==> src/rtl/sha_hash_tx.sv <==
// Streams a captured SHA digest to a UART one byte at a time, MSB byte first.
// Define SHA_HASH_TX_HEX_ASCII_EN to send lowercase hex ASCII followed by CR/LF.
module sha_hash_tx #(
  parameter int unsigned HASH_WIDTH = 256
) (
  input  logic                  clk,
  input  logic                  rst_n,
  input  logic [HASH_WIDTH-1:0] hash_in,
  input  logic                  hash_valid,
  input  logic                  tx_busy,
  output logic                  tx_start,
  output logic [7:0]            tx_data,
  output logic                  busy,
  output logic                  done
);

  localparam int unsigned CNT_W = 7;
  localparam int unsigned TO_W  = 2;
`ifdef SHA_HASH_TX_HEX_ASCII_EN
  localparam int unsigned NIBBLES   = HASH_WIDTH / 4;
  localparam int unsigned NUM_BYTES = NIBBLES + 2;
`else
  localparam int unsigned NUM_BYTES = HASH_WIDTH / 8;
`endif

  typedef enum logic [2:0] {
    S_IDLE,
    S_LOAD,
    S_SEND,
    S_WAIT_ACK,
    S_WAIT_IDLE,
    S_DONE
  } state_t;

  state_t                state_q, state_d;
  logic [HASH_WIDTH-1:0] shadow_q, shadow_d;
  logic [CNT_W-1:0]      cnt_q, cnt_d, cnt_inc;
  logic [TO_W-1:0]       to_cnt_q, to_cnt_d;
  logic [7:0]            tx_data_q, tx_data_d;
  logic                  tx_start_q, tx_start_d;
  logic                  busy_q, busy_d;
  logic                  done_q, done_d;

`ifdef SHA_HASH_TX_HEX_ASCII_EN
  function automatic logic [7:0] hex_char(input logic [3:0] n);
    if (n < 4'd10) hex_char = {4'h0, n} + 8'h30;
    else           hex_char = {4'h0, n} + 8'h57;
  endfunction
`endif

  assign cnt_inc = cnt_q + CNT_W'(1);

  // Next-state and registered-output logic
  always_comb begin
    state_d    = state_q;
    shadow_d   = shadow_q;
    cnt_d      = cnt_q;
    to_cnt_d   = to_cnt_q;
    tx_data_d  = tx_data_q;
    busy_d     = busy_q;
    tx_start_d = 1'b0;
    done_d     = 1'b0;

    case (state_q)
      S_IDLE: begin
        if (hash_valid) begin
          shadow_d = hash_in;
          cnt_d    = '0;
          busy_d   = 1'b1;
          state_d  = S_LOAD;
        end
      end
      S_LOAD: begin
`ifdef SHA_HASH_TX_HEX_ASCII_EN
        if (cnt_q < CNT_W'(NIBBLES)) begin
          tx_data_d = hex_char(shadow_q[HASH_WIDTH-1 -: 4]);
          shadow_d  = shadow_q << 4;
        end else if (cnt_q == CNT_W'(NIBBLES)) begin
          tx_data_d = 8'h0D;
        end else begin
          tx_data_d = 8'h0A;
        end
`else
        tx_data_d = shadow_q[HASH_WIDTH-1 -: 8];
        shadow_d  = shadow_q << 8;
`endif
        state_d = S_SEND;
      end
      S_SEND: begin
        if (!tx_busy) begin
          tx_start_d = 1'b1;
          to_cnt_d   = '0;
          state_d    = S_WAIT_ACK;
        end
      end
      S_WAIT_ACK: begin
        // A UART that never raises busy still advances after four cycles
        if (tx_busy || (to_cnt_q == TO_W'(3))) state_d = S_WAIT_IDLE;
        else                                   to_cnt_d = to_cnt_q + TO_W'(1);
      end
      S_WAIT_IDLE: begin
        if (!tx_busy) begin
          cnt_d = cnt_inc;
          if (cnt_inc == CNT_W'(NUM_BYTES)) begin
            done_d  = 1'b1;
            busy_d  = 1'b0;
            state_d = S_DONE;
          end else begin
            state_d = S_LOAD;
          end
        end
      end
      S_DONE:  state_d = S_IDLE;
      default: state_d = S_IDLE;
    endcase
  end

  always_ff @(posedge clk) begin
    if (!rst_n) begin
      state_q    <= S_IDLE;
      shadow_q   <= '0;
      cnt_q      <= '0;
      to_cnt_q   <= '0;
      tx_data_q  <= '0;
      tx_start_q <= 1'b0;
      busy_q     <= 1'b0;
      done_q     <= 1'b0;
    end else begin
      state_q    <= state_d;
      shadow_q   <= shadow_d;
      cnt_q      <= cnt_d;
      to_cnt_q   <= to_cnt_d;
      tx_data_q  <= tx_data_d;
      tx_start_q <= tx_start_d;
      busy_q     <= busy_d;
      done_q     <= done_d;
    end
  end

  assign tx_start = tx_start_q;
  assign tx_data  = tx_data_q;
  assign busy     = busy_q;
  assign done     = done_q;

endmodule

==> config.mk <==
export PLATFORM = sky130hd
export DESIGN_NAME = sha_hash_tx
export DESIGN_NICKNAME = d
export VERILOG_FILES = /design/src/rtl/sha_hash_tx.sv
export SDC_FILE = /design/constraint.sdc
export NUM_CORES = 1
export LEC_CHECK = 0
export BUFFER_PORTS_ARGS = -buffer_cell sky130_fd_sc_hd__buf_4
export CORE_MARGIN = 2
export CORE_UTILIZATION = 40
export CTS_BUF_LIST = sky130_fd_sc_hd__clkbuf_8 sky130_fd_sc_hd__clkbuf_16
export CTS_CLUSTER_SIZE = 14
export DETAILED_ROUTE_END_ITERATION = 10
export PLACE_DENSITY = 0.62
export SLEW_MARGIN = 0
export SYNTH_ARGS = -nofsm -noshare
export SYNTH_HDL_FRONTEND = slang
export SYNTH_SLANG_ARGS = --single-unit
==> constraint.sdc <==
create_clock -name clk -period 5.49 [get_ports clk]
set_clock_uncertainty 0.2 [all_clocks]
set_input_delay 1.647 -clock clk [delete_from_list [all_inputs] [get_ports clk]]
set_output_delay 1.647 -clock clk [all_outputs]
set_load 0.02 [all_outputs]
# After elaboration in Yosys (flattened, before gate mapping)
# Index checks and enable logic that the tools add are counted.
[totals] in_bits=260 reg_bits=279 output_inout_bits=11 word_cells=56
[classes] addsub=2 eq_ne=12 bitwise=2 n_reduce_logical=12 n_mux=20
[op_table] cell="$pmux 256 s2" count=1
[op_table] cell="$mux 256" count=1
[op_table] cell="$mux 3" count=5
[op_table] cell="$pmux 3 s5" count=1
[op_table] cell="$mux 7" count=2
[op_table] cell="$pmux 7 s2" count=1
[op_table] cell="$ne 2x2->1 const B" count=6
[op_table] cell="$reduce_and 4->1" count=2
[op_table] cell="$add 7x1->7 const B" count=1
[op_table] cell="$eq 7x6->1 const B" count=1
[op_table] cell="$eq 3x2->1 const B" count=2
[op_table] cell="$reduce_and 3->1" count=2
[op_table] cell="$reduce_bool 2->1" count=3
[op_table] cell="$mux 1" count=5
[op_table] cell="$mux 2" count=2
[op_table] cell="$pmux 2 s2" count=1
[op_table] cell="$reduce_and 2->1" count=2
[op_table] cell="$eq 3x1->1 const B" count=1
[op_table] cell="$eq 3x3->1 const B" count=1
[op_table] cell="$logic_not 3->1" count=1
[op_table] cell="$reduce_or 3->1" count=1
[op_table] cell="$add 2x1->2 const B" count=1
[op_table] cell="$eq 2x2->1 const B" count=1
[op_table] cell="$not 1->1" count=2
[op_table] cell="2 further kinds" count=2

# Depth between registers and ports, before layout
# Gate-level depths: netlist of run 1.
[depth] depth_word=5 mapped_depth=8 mapped_depth_nobuf=5

# Least setup slack after synthesis of run 1
# OpenSTA, ideal clock, no wires.
[synth_path] path_type="input to register" start="in tx_busy" end="reg cnt_q[6]" stages=4 setup_time_ns=0.070 required_time_ns=5.220 path_slack_ns=2.349 path_buffers=1 arrival_time_ns=2.871 cell_sequence="or4b_4 buf_6 or4_1 a21oi_1"
[synth_between] elab_chain_cells=2
[synth_lines] element="from (decl)" line_no="10" text="input logic tx_busy,"
[synth_lines] element="$ne 2x2->1 (no source line)"
[synth_lines] element="$reduce_and 3->1 (no source line)"
[synth_lines] element="to (signal assigned)" line_no="131" text="cnt_q <= cnt_d;"
[synth_lines] element="to (decl)" line_no="37" text="logic [CNT_W-1:0] cnt_q, cnt_d, cnt_inc;"
# No other way between the ends.
# A chain may end at the register's enable or synchronous reset.

# Worst setup path in the final report of run 1
[layout_path] start="in hash_valid" end="reg shadow_q[212]"
[layout_between] elab_chain_cells=2
[layout_lines] element="from (decl)" line_no="9" text="input logic hash_valid,"
[layout_lines] element="$ne 2x2->1 (no source line)"
[layout_lines] element="$reduce_and 2->1 (no source line)"
[layout_lines] element="to (signal assigned)" line_no="130" text="shadow_q <= shadow_d;"
[layout_lines] element="to (decl)" line_no="36" text="logic [HASH_WIDTH-1:0] shadow_q, shadow_d;"
# No other way between the ends.

==> impl_metrics.csv, run 1 <==
group,metric,value,unit
sta,finalSetupTns,0,ps
sta,drv_slew,0,
global_routing,grt.overflow.total,0,
yosys,ys_seq_area_share,51.9,%
clock_tree,htree_num_levels,1,
route,drt-met1-wl,14000,um
global_routing,grtUsageTotal,21.6,%
yosys,synth_commonest_cells,"dfxtp_1 (279), nand2_1 (221), a21oi_1 (210), a22oi_1 (194), nor2_1 (73)",
yosys,synth.distinct_cells,40,
place,portBuffers,270,
setup_path,crit_arrival,3540,ps
setup_path,crit_path_start,"hash_valid",
yosys,synth.cell_area,10800,sq um
sta,finalSetupViolCount,0,
flow_run,maxCapViolations,0,
route,dr_total_vias,10016,
route,drc,0,
yosys,syn-num-nets,1531,
yosys,synth_top_area_share,51.9,%
route,drt-pass1-iter-count,5,
place,gp_congestion,0.785,
clock_tree,cts_hold_buf,0,
clock_tree,numClockSinks,279,
route,top_layer_used,"met4",
status,status,"finished clean",
route,initialDrtViolationCount,963,
cells_and_area,synthToLayoutAreaGrowth,30.0,%
power,power_density,385,nW/um^2
yosys,syn_inst,1268,
yosys,syn_avg_cell_area,8.49,sq um
global_routing,antenna_found_initial,0,
power,vdd_ir_drop_max,0.253,mV
yosys,yosys.area.top_type,"dfxtp_1",
global_routing,grt_pass1_vias,9423,
power,total_leakage_power,5.40,nW
setup_path,r2r_slack,2560,ps
yosys,yosysMostFrequentCell,"dfxtp_1",
sta,fmax,304,MHz
route,routed_wl,31500,um
clock_tree,cts_tree,"built",
floorplanning,die_w,168,um
route,via_per_inst,5.47,
sta,period_needed,3290,ps
sta,rsz0062_at_grt,"no",
floorplanning,start_util,40.4,%
setup_path,endpoint,"shadow_q[212]$_SDFFE_PN0P_",
setup_path,rr_worst_depth,6,
floorplanning,dieArea,28200,sq um
setup_path,worstSetupEndpointType,"flip-flop",
clock_tree,clk_latency,550,ps
place,dp_hpwl,20100,um
global_routing,grt_max_degree,173,
yosys,synth_seq_cells,279,
route,dr_wl_met3,2600,um
setup_path,required,5740,ps
setup_path,crit_type,"primary input to flip-flop",
cells_and_area,n_antenna_cell,0,
route,detail-route-antenna-nets,0,
global_routing,grt_pass1_wl,50500,um
route,wire_per_inst,17.2,um
yosys,async_reset_ff_share,0,%
cells_and_area,nets,1729,
floorplanning,num_rows,60,
sta,hold_viol,0,
clock_tree,clk_pin_slew,60,ps
clock_tree,root_buffer,"clkbuf_16",
yosys,synth.area.top_cells,"dfxtp_1 (52%), a22oi_1 (14%), a21oi_1 (9.8%)",
clock_tree,cts_resized,0,
worst_hold_path,min_path_type,"flip-flop to flip-flop",
yosys,yosys_warnings,0,
cells_and_area,fin_cells,1831,
clock_tree,cts_setup_buffers,0,
clock_tree,clockBufferDepth,3,
yosys,synth_edf_count,0,
sta,worstMarginPinSlew,1020,ps
place,dpl.cell_count,1774,
clock_tree,numCtsBuffers,31,
floorplanning,core,26700,sq um
setup_path,rr_startpoint,"state_q[2]$_SDFFE_PN0P_",
sta,slew_headroom,32.2,%
cells_and_area,drive_gt1_share,23.1,%
yosys,synth_ff_type,"dfxtp_1",
sta,finalCritPeriodShare,60.0,%
setup_path,cp_max_fo,41,
route,met2WireLength,14400,um
setup_path,startpoint_type,"primary input",
floorplanning,ios,271,
setup_path,worst_r2r_endpoint,"shadow_q[197]$_SDFFE_PN0P_",
floorplanning,die_h,168,um
==> state kept, by name (all words and copies together) (netlist names) <==
name      flops
busy          1
cnt_q         7
done          1
shadow_q    256
state_q       3
to_cnt_q      2
tx_data       8
tx_start      1
==> cells in the final DEF (no fill, tap or decap), types with 2 or more instances in the layout <==
cell,instances
nand2_1,220
bufinv_16,4
nor2_1,72
nand3_1,3
nor4b_1,3
inv_1,9
clkinv_2,2
buf_12,6
o22ai_1,59
or3_1,2
a22oi_1,194
and3_1,2
buf_4,279
a21oi_1,210
nor3_1,64
nor2b_1,2
o21ai_0,8
dfxtp_1,279
nand3b_1,2
clkbuf_8,8
clkinvlp_4,2
clkbuf_16,31
ha_1,3
or3b_2,2
==> critical path: stages <==
cell	delay (ps)
buf_4	100
or4b_2	620
nand2_2	600
buf_4	360
nor2_1	60
nor3_1	140
==> cell type report <==
| cell class | count | area (sq um) |
|---|---|---|
| clock buffers | 39 | 886 |
| clock inverters | 18 | 188 |
| fillers | 2537 | 12700 |
| inverters | 1 | 11.3 |
| multi-input cells | 868 | 4680 |
| flip-flops and latches | 279 | 5590 |
| well taps | 341 | 427 |
| repair buffers | 285 | 2210 |
==> through the flow <==
step / power [mW] / setup WS, ps / utilization (%) / hold WS, ps / area, sq um
after global placement: 3.28 / 1690 / 48.5 / 241 / 12900
after floorplan: 2.96 / 2350 / - / 232 / 10800
after detailed placement: 3.29 / 1640 / 48.5 / 246 / 12900
after global routing: 5.65 / 2040 / 52.5 / 269 / 14000
after CTS: 5.43 / 2200 / 52.5 / 255 / 14000
final: 5.38 / 2200 / 52.5 / 252 / 14000
==> routing by layer <==
metal | up-vias | GRT usage, %
met5 | - | 0
met4 | 0 | 4.80
met3 | 34 | 5.85
met2 | 295 | 34.0
met1 | 4710 | 29.7
li1 | 4977 | -
==> where the power goes <==
group / leakage (nW) / switching (mW) / internal [mW] / total, mW
registers: 2.29 / 0.122 / 2.24 / 2.36
clock network: 0.557 / 0.817 / 1.32 / 2.13
logic: 2.55 / 0.507 / 0.381 / 0.888
==> worst min-delay path by stage <==
stage | startpoint | end | slack [ps] | cells past startpoint
after floorplan | shadow_q[248]$_SDFFE_PN0P_ | tx_data[0]$_SDFFE_PN0P_ | 230 | 2
after global placement | shadow_q[107]$_SDFFE_PN0P_ | shadow_q[107]$_SDFFE_PN0P_ | 240 | 2
after detailed placement | shadow_q[254]$_SDFFE_PN0P_ | tx_data[6]$_SDFFE_PN0P_ | 250 | 2
after CTS | shadow_q[175]$_SDFFE_PN0P_ | shadow_q[175]$_SDFFE_PN0P_ | 250 | 2
after global routing | shadow_q[178]$_SDFFE_PN0P_ | shadow_q[178]$_SDFFE_PN0P_ | 270 | 2
final | shadow_q[254]$_SDFFE_PN0P_ | tx_data[6]$_SDFFE_PN0P_ | 250 | 2
==> logic make-up (layout without fill, tap and decap cells) <==
kind of cell	after synthesis	in the layout	synth area share (%)
AO/OA/AOI/OAI	480	480	27.8
XOR/XNOR	1	1	0.0814
adder cells (fa/ha/maj)	3	3	0.349
buffers and inverters	121	343	4.80
flip-flops	279	279	51.9
multiplexers	1	1	0.0930
AND/OR/NAND/NOR	383	383	15.0
Power figures use the tool's default switching activity.
==> run 2, diff against run 1 <==
--- a/config.mk
+++ b/config.mk
@@ -5,13 +5,14 @@
 export SDC_FILE = /design/constraint.sdc
 export NUM_CORES = 1
 export LEC_CHECK = 0
+export ABC_AREA = 1
 export BUFFER_PORTS_ARGS = -buffer_cell sky130_fd_sc_hd__buf_4
 export CORE_MARGIN = 2
 export CORE_UTILIZATION = 40
 export CTS_BUF_LIST = sky130_fd_sc_hd__clkbuf_8 sky130_fd_sc_hd__clkbuf_16
 export CTS_CLUSTER_SIZE = 14
 export DETAILED_ROUTE_END_ITERATION = 10
-export PLACE_DENSITY = 0.62
+export PLACE_DENSITY = 0.64
 export SLEW_MARGIN = 0
 export SYNTH_ARGS = -nofsm -noshare
 export SYNTH_HDL_FRONTEND = slang
==> constraint.sdc (replaced) <==
create_clock -name clk -period 2.6 [get_ports clk]
set_clock_uncertainty 0.2 [all_clocks]
set_input_delay 0.78 -clock clk [delete_from_list [all_inputs] [get_ports clk]]
set_output_delay 0.78 -clock clk [all_outputs]
set_load 0.02 [all_outputs]
==> impl_metrics.csv, run 2 <==
group,metric,value,unit
floorplanning,num_rows,61,
yosys,synth_seq_cells,279,
worst_hold_path,min_path_type,"flip-flop to flip-flop",
cells_and_area,mostFrequentLayoutCell,"nand2_1",
power,switching_share,36.6,%
power,p_int,10.3,mW
route,via_per_inst,5.11,
clock_tree,numCtsBuffers,31,
clock_tree,cts_setup_buffers,0,
yosys,synth_mux_area_share,0,%
floorplanning,dieArea,29300,sq um
power,combPwrFrac,33.6,%
sta,period_needed,2040,ps
clock_tree,clk_latency,550,ps
cells_and_area,nets,1951,
clock_tree,cts_tree,"built",
cells_and_area,drive_gt1_share,20.9,%
place,placed_area,13500,sq um
setup_path,r2r_slack,620,ps
setup_path,worstSetupEndpointType,"output port",
yosys,synth_commonest_cells,"nand2_1 (621), dfxtp_1 (279), a31oi_1 (189), a21oi_1 (86), inv_1 (73)",
place,gp_congestion,0.824,
yosys,async_reset_ff_share,0,%
yosys,ys_seq_area_share,49.9,%
yosys,synth.distinct_cells,25,
yosys,syn_avg_cell_area,7.60,sq um
setup_path,critical_path_buf_inv_count,1,
yosys,synth-adder-area-share,0.335,%
sta,finalCritPeriodShare,78.6,%
clock_tree,clk_pin_slew,60,ps
sta,fmax,489,MHz
worst_hold_path,holdPathEnd,"shadow_q[216]$_SDFFE_PN0P_",
yosys,synth-compound-area-share,19.8,%
route,wire_per_inst,15.1,um
floorplanning,core,27600,sq um
setup_path,cp_top_family,"flip-flops",
global_routing,grt_pass1_wl,50400,um
yosys,synth_simple_gate_area_share,22.4,%
sta,slew_headroom,58.1,%
clock_tree,cts_resized,0,
setup_path,required,1620,ps
global_routing,grt.overflow.total,0,
setup_path,rr_startpoint,"state_q[1]$_SDFFE_PN0P_",
global_routing,grt_pass1_vias,10145,
yosys,synth_top_area_share,49.9,%
clock_tree,clockBufferDepth,3,
flow_run,maxCapViolations,0,
yosys,yosys_warnings,0,
yosys,yosysMostFrequentCell,"nand2_1",
sta,hold_ws,247,ps
cells_and_area,largest_register_ffs,256,
clock_tree,root_buffer,"clkbuf_16",
sta,drv_slew,0,
yosys,synth.cell_area,11200,sq um
floorplanning,start_util,40.5,%
setup_path,cp_max_fo,2,
sta,worstMarginPinSlew,629,ps
sta,finalSetupViolCount,0,
yosys,synth_ff_type,"dfxtp_1",
power,seqPwrFrac,39.0,%
cells_and_area,synthToLayoutAreaGrowth,30.3,%
setup_path,crit_type,"flip-flop to output port",
clock_tree,numClockSinks,279,
route,initialDrtViolationCount,883,
cells_and_area,fin_area,14600,sq um
yosys,syn-num-nets,1736,
global_routing,grt_max_degree,116,
power,clockPowerShare,27.4,%
sta,hold_viol,0,
route,dr_total_vias,10690,
worst_hold_path,whs_path_depth,2,
yosys,synth.area.top_cells,"dfxtp_1 (50%), nand2_1 (21%), a31oi_1 (11%)",
setup_path,cp_slowest_stage_delay,360,ps
worst_hold_path,hp-start,"shadow_q[216]$_SDFFE_PN0P_",
setup_path,worst_r2r_endpoint,"shadow_q[19]$_SDFFE_PN0P_",
setup_path,startpoint_type,"flip-flop",
route,drc,0,
global_routing,grtUsageTotal,20.8,%
setup_path,slowest_stage,"dfxtp_1",
route,detail-route-antenna-nets,0,
place,dp_hpwl,21000,um
power,p_switching,5.94,mW
power,power_density,1110,nW/um^2
cells_and_area,layout_common_cells,"nand2_1 (621), buf_4 (281), dfxtp_1 (279), a31oi_1 (189), a21oi_1 (86)",
yosys,syn_inst,1473,
setup_path,rr_worst_depth,9,
route,drt-pass1-iter-count,5,
clock_tree,cts_hold_buf,0,
sta,finalSetupTns,0,ps
sta,rsz0062_at_grt,"no",
route,routed_wl,31700,um
power,vdd_ir_drop_max,0.564,mV
clock_tree,htree_num_levels,1,
floorplanning,die_w,171,um
setup_path,critical_path.cell_chain,"buf_4",
floorplanning,die_h,171,um
place,portBuffers,270,
global_routing,antenna_found_initial,1,
floorplanning,ios,271,
yosys,synth_edf_count,0,
cells_and_area,top_register,"shadow_q",
setup_path,crit_arrival,1060,ps
yosys,synth-xor-area-share,0,%
status,status,"finished clean",
yosys,yosys.area.top_type,"dfxtp_1",
power,total_leakage_power,5.59,nW
yosys,synth_top_family_by_area,"simple AND/OR/NAND/NOR gates",
-- run 2: cell types whose count changed in the layout (fill, tap and decap cells not counted), moves of 4 or more --
| cell | previous run | this run |
|---|---|---|
| nand2_1 | 220 | 621 |
| a22oi_1 | 194 | 0 |
| a31oi_1 | 1 | 189 |
| a21oi_1 | 210 | 86 |
| inv_1 | 9 | 78 |
| nor2_1 | 72 | 11 |
| nor3_1 | 64 | 4 |
| o22ai_1 | 59 | 0 |
| o221ai_1 | 1 | 59 |
| buf_12 | 6 | 14 |
| o21ai_0 | 8 | 13 |
| clkbuf_8 | 8 | 12 |
-- run 2: how the worst max path moves through the flow --
stage	from	endpoint	slack, ps	depth (start not counted)
2_1_floorplan	rst_n	tx_start$_SDFF_PN0_	570	5
3_3_place_gp	hash_valid	shadow_q[35]$_SDFFE_PN0P_	390	7
3_5_place_dp	hash_valid	shadow_q[18]$_SDFFE_PN0P_	350	7
4_1_cts	busy$_SDFFE_PN0P_	busy	510	1
5_1_grt	state_q[0]$_SDFFE_PN0P_	shadow_q[60]$_SDFFE_PN0P_	470	9
6_report	busy$_SDFFE_PN0P_	busy	560	1
-- run 2: kinds of logic after synthesis --
family                     after synthesis
and+or+nand+nor                        649
AOI/OAI and AO/OA                      350
DFF                                    279
buffers and inverters                  192
adders and majority gates                3
-- run 2: power by group through the flow --
stage	clock (mW)	sequential, mW	combinational (mW)
after global routing	4.72	6.48	6.12
after detailed placement	0	6.38	5.47
after global placement	0	6.36	5.39
after floorplan	0	6.26	4.03
final	4.44	6.32	5.44
after CTS	4.53	6.31	5.49
-- run 2: layer usage --
layer	track usage (%)	wire length, um
met1	30.2	15100
met2	32.4	14100
met3	3.01	1850
met4	5.34	636
met5	0	0
-- run 2: per-stage QoR --
step	power [mW]	util [%]	instances	setup slack, ps
4_1_cts	16.3	52.8	2090	511
3_3_place_gp	11.7	48.9	2033	390
6_report	16.2	52.8	2091	556
5_1_grt	17.3	52.8	2091	470
3_5_place_dp	11.9	48.9	2033	347
2_1_floorplan	10.3	-	1473	565
-- run 2: layout make-up --
| class | instances | area (sq um) |
|---|---|---|
| fillers | 2662 | 13100 |
| flip-flops and latches | 279 | 5590 |
| multi-input cells | 1002 | 4760 |
| inverters | 79 | 312 |
| diodes | 1 | 2.50 |
| well taps | 378 | 473 |
| repair buffers | 295 | 2390 |
| clock buffers | 43 | 941 |
| clock inverters | 14 | 120 |
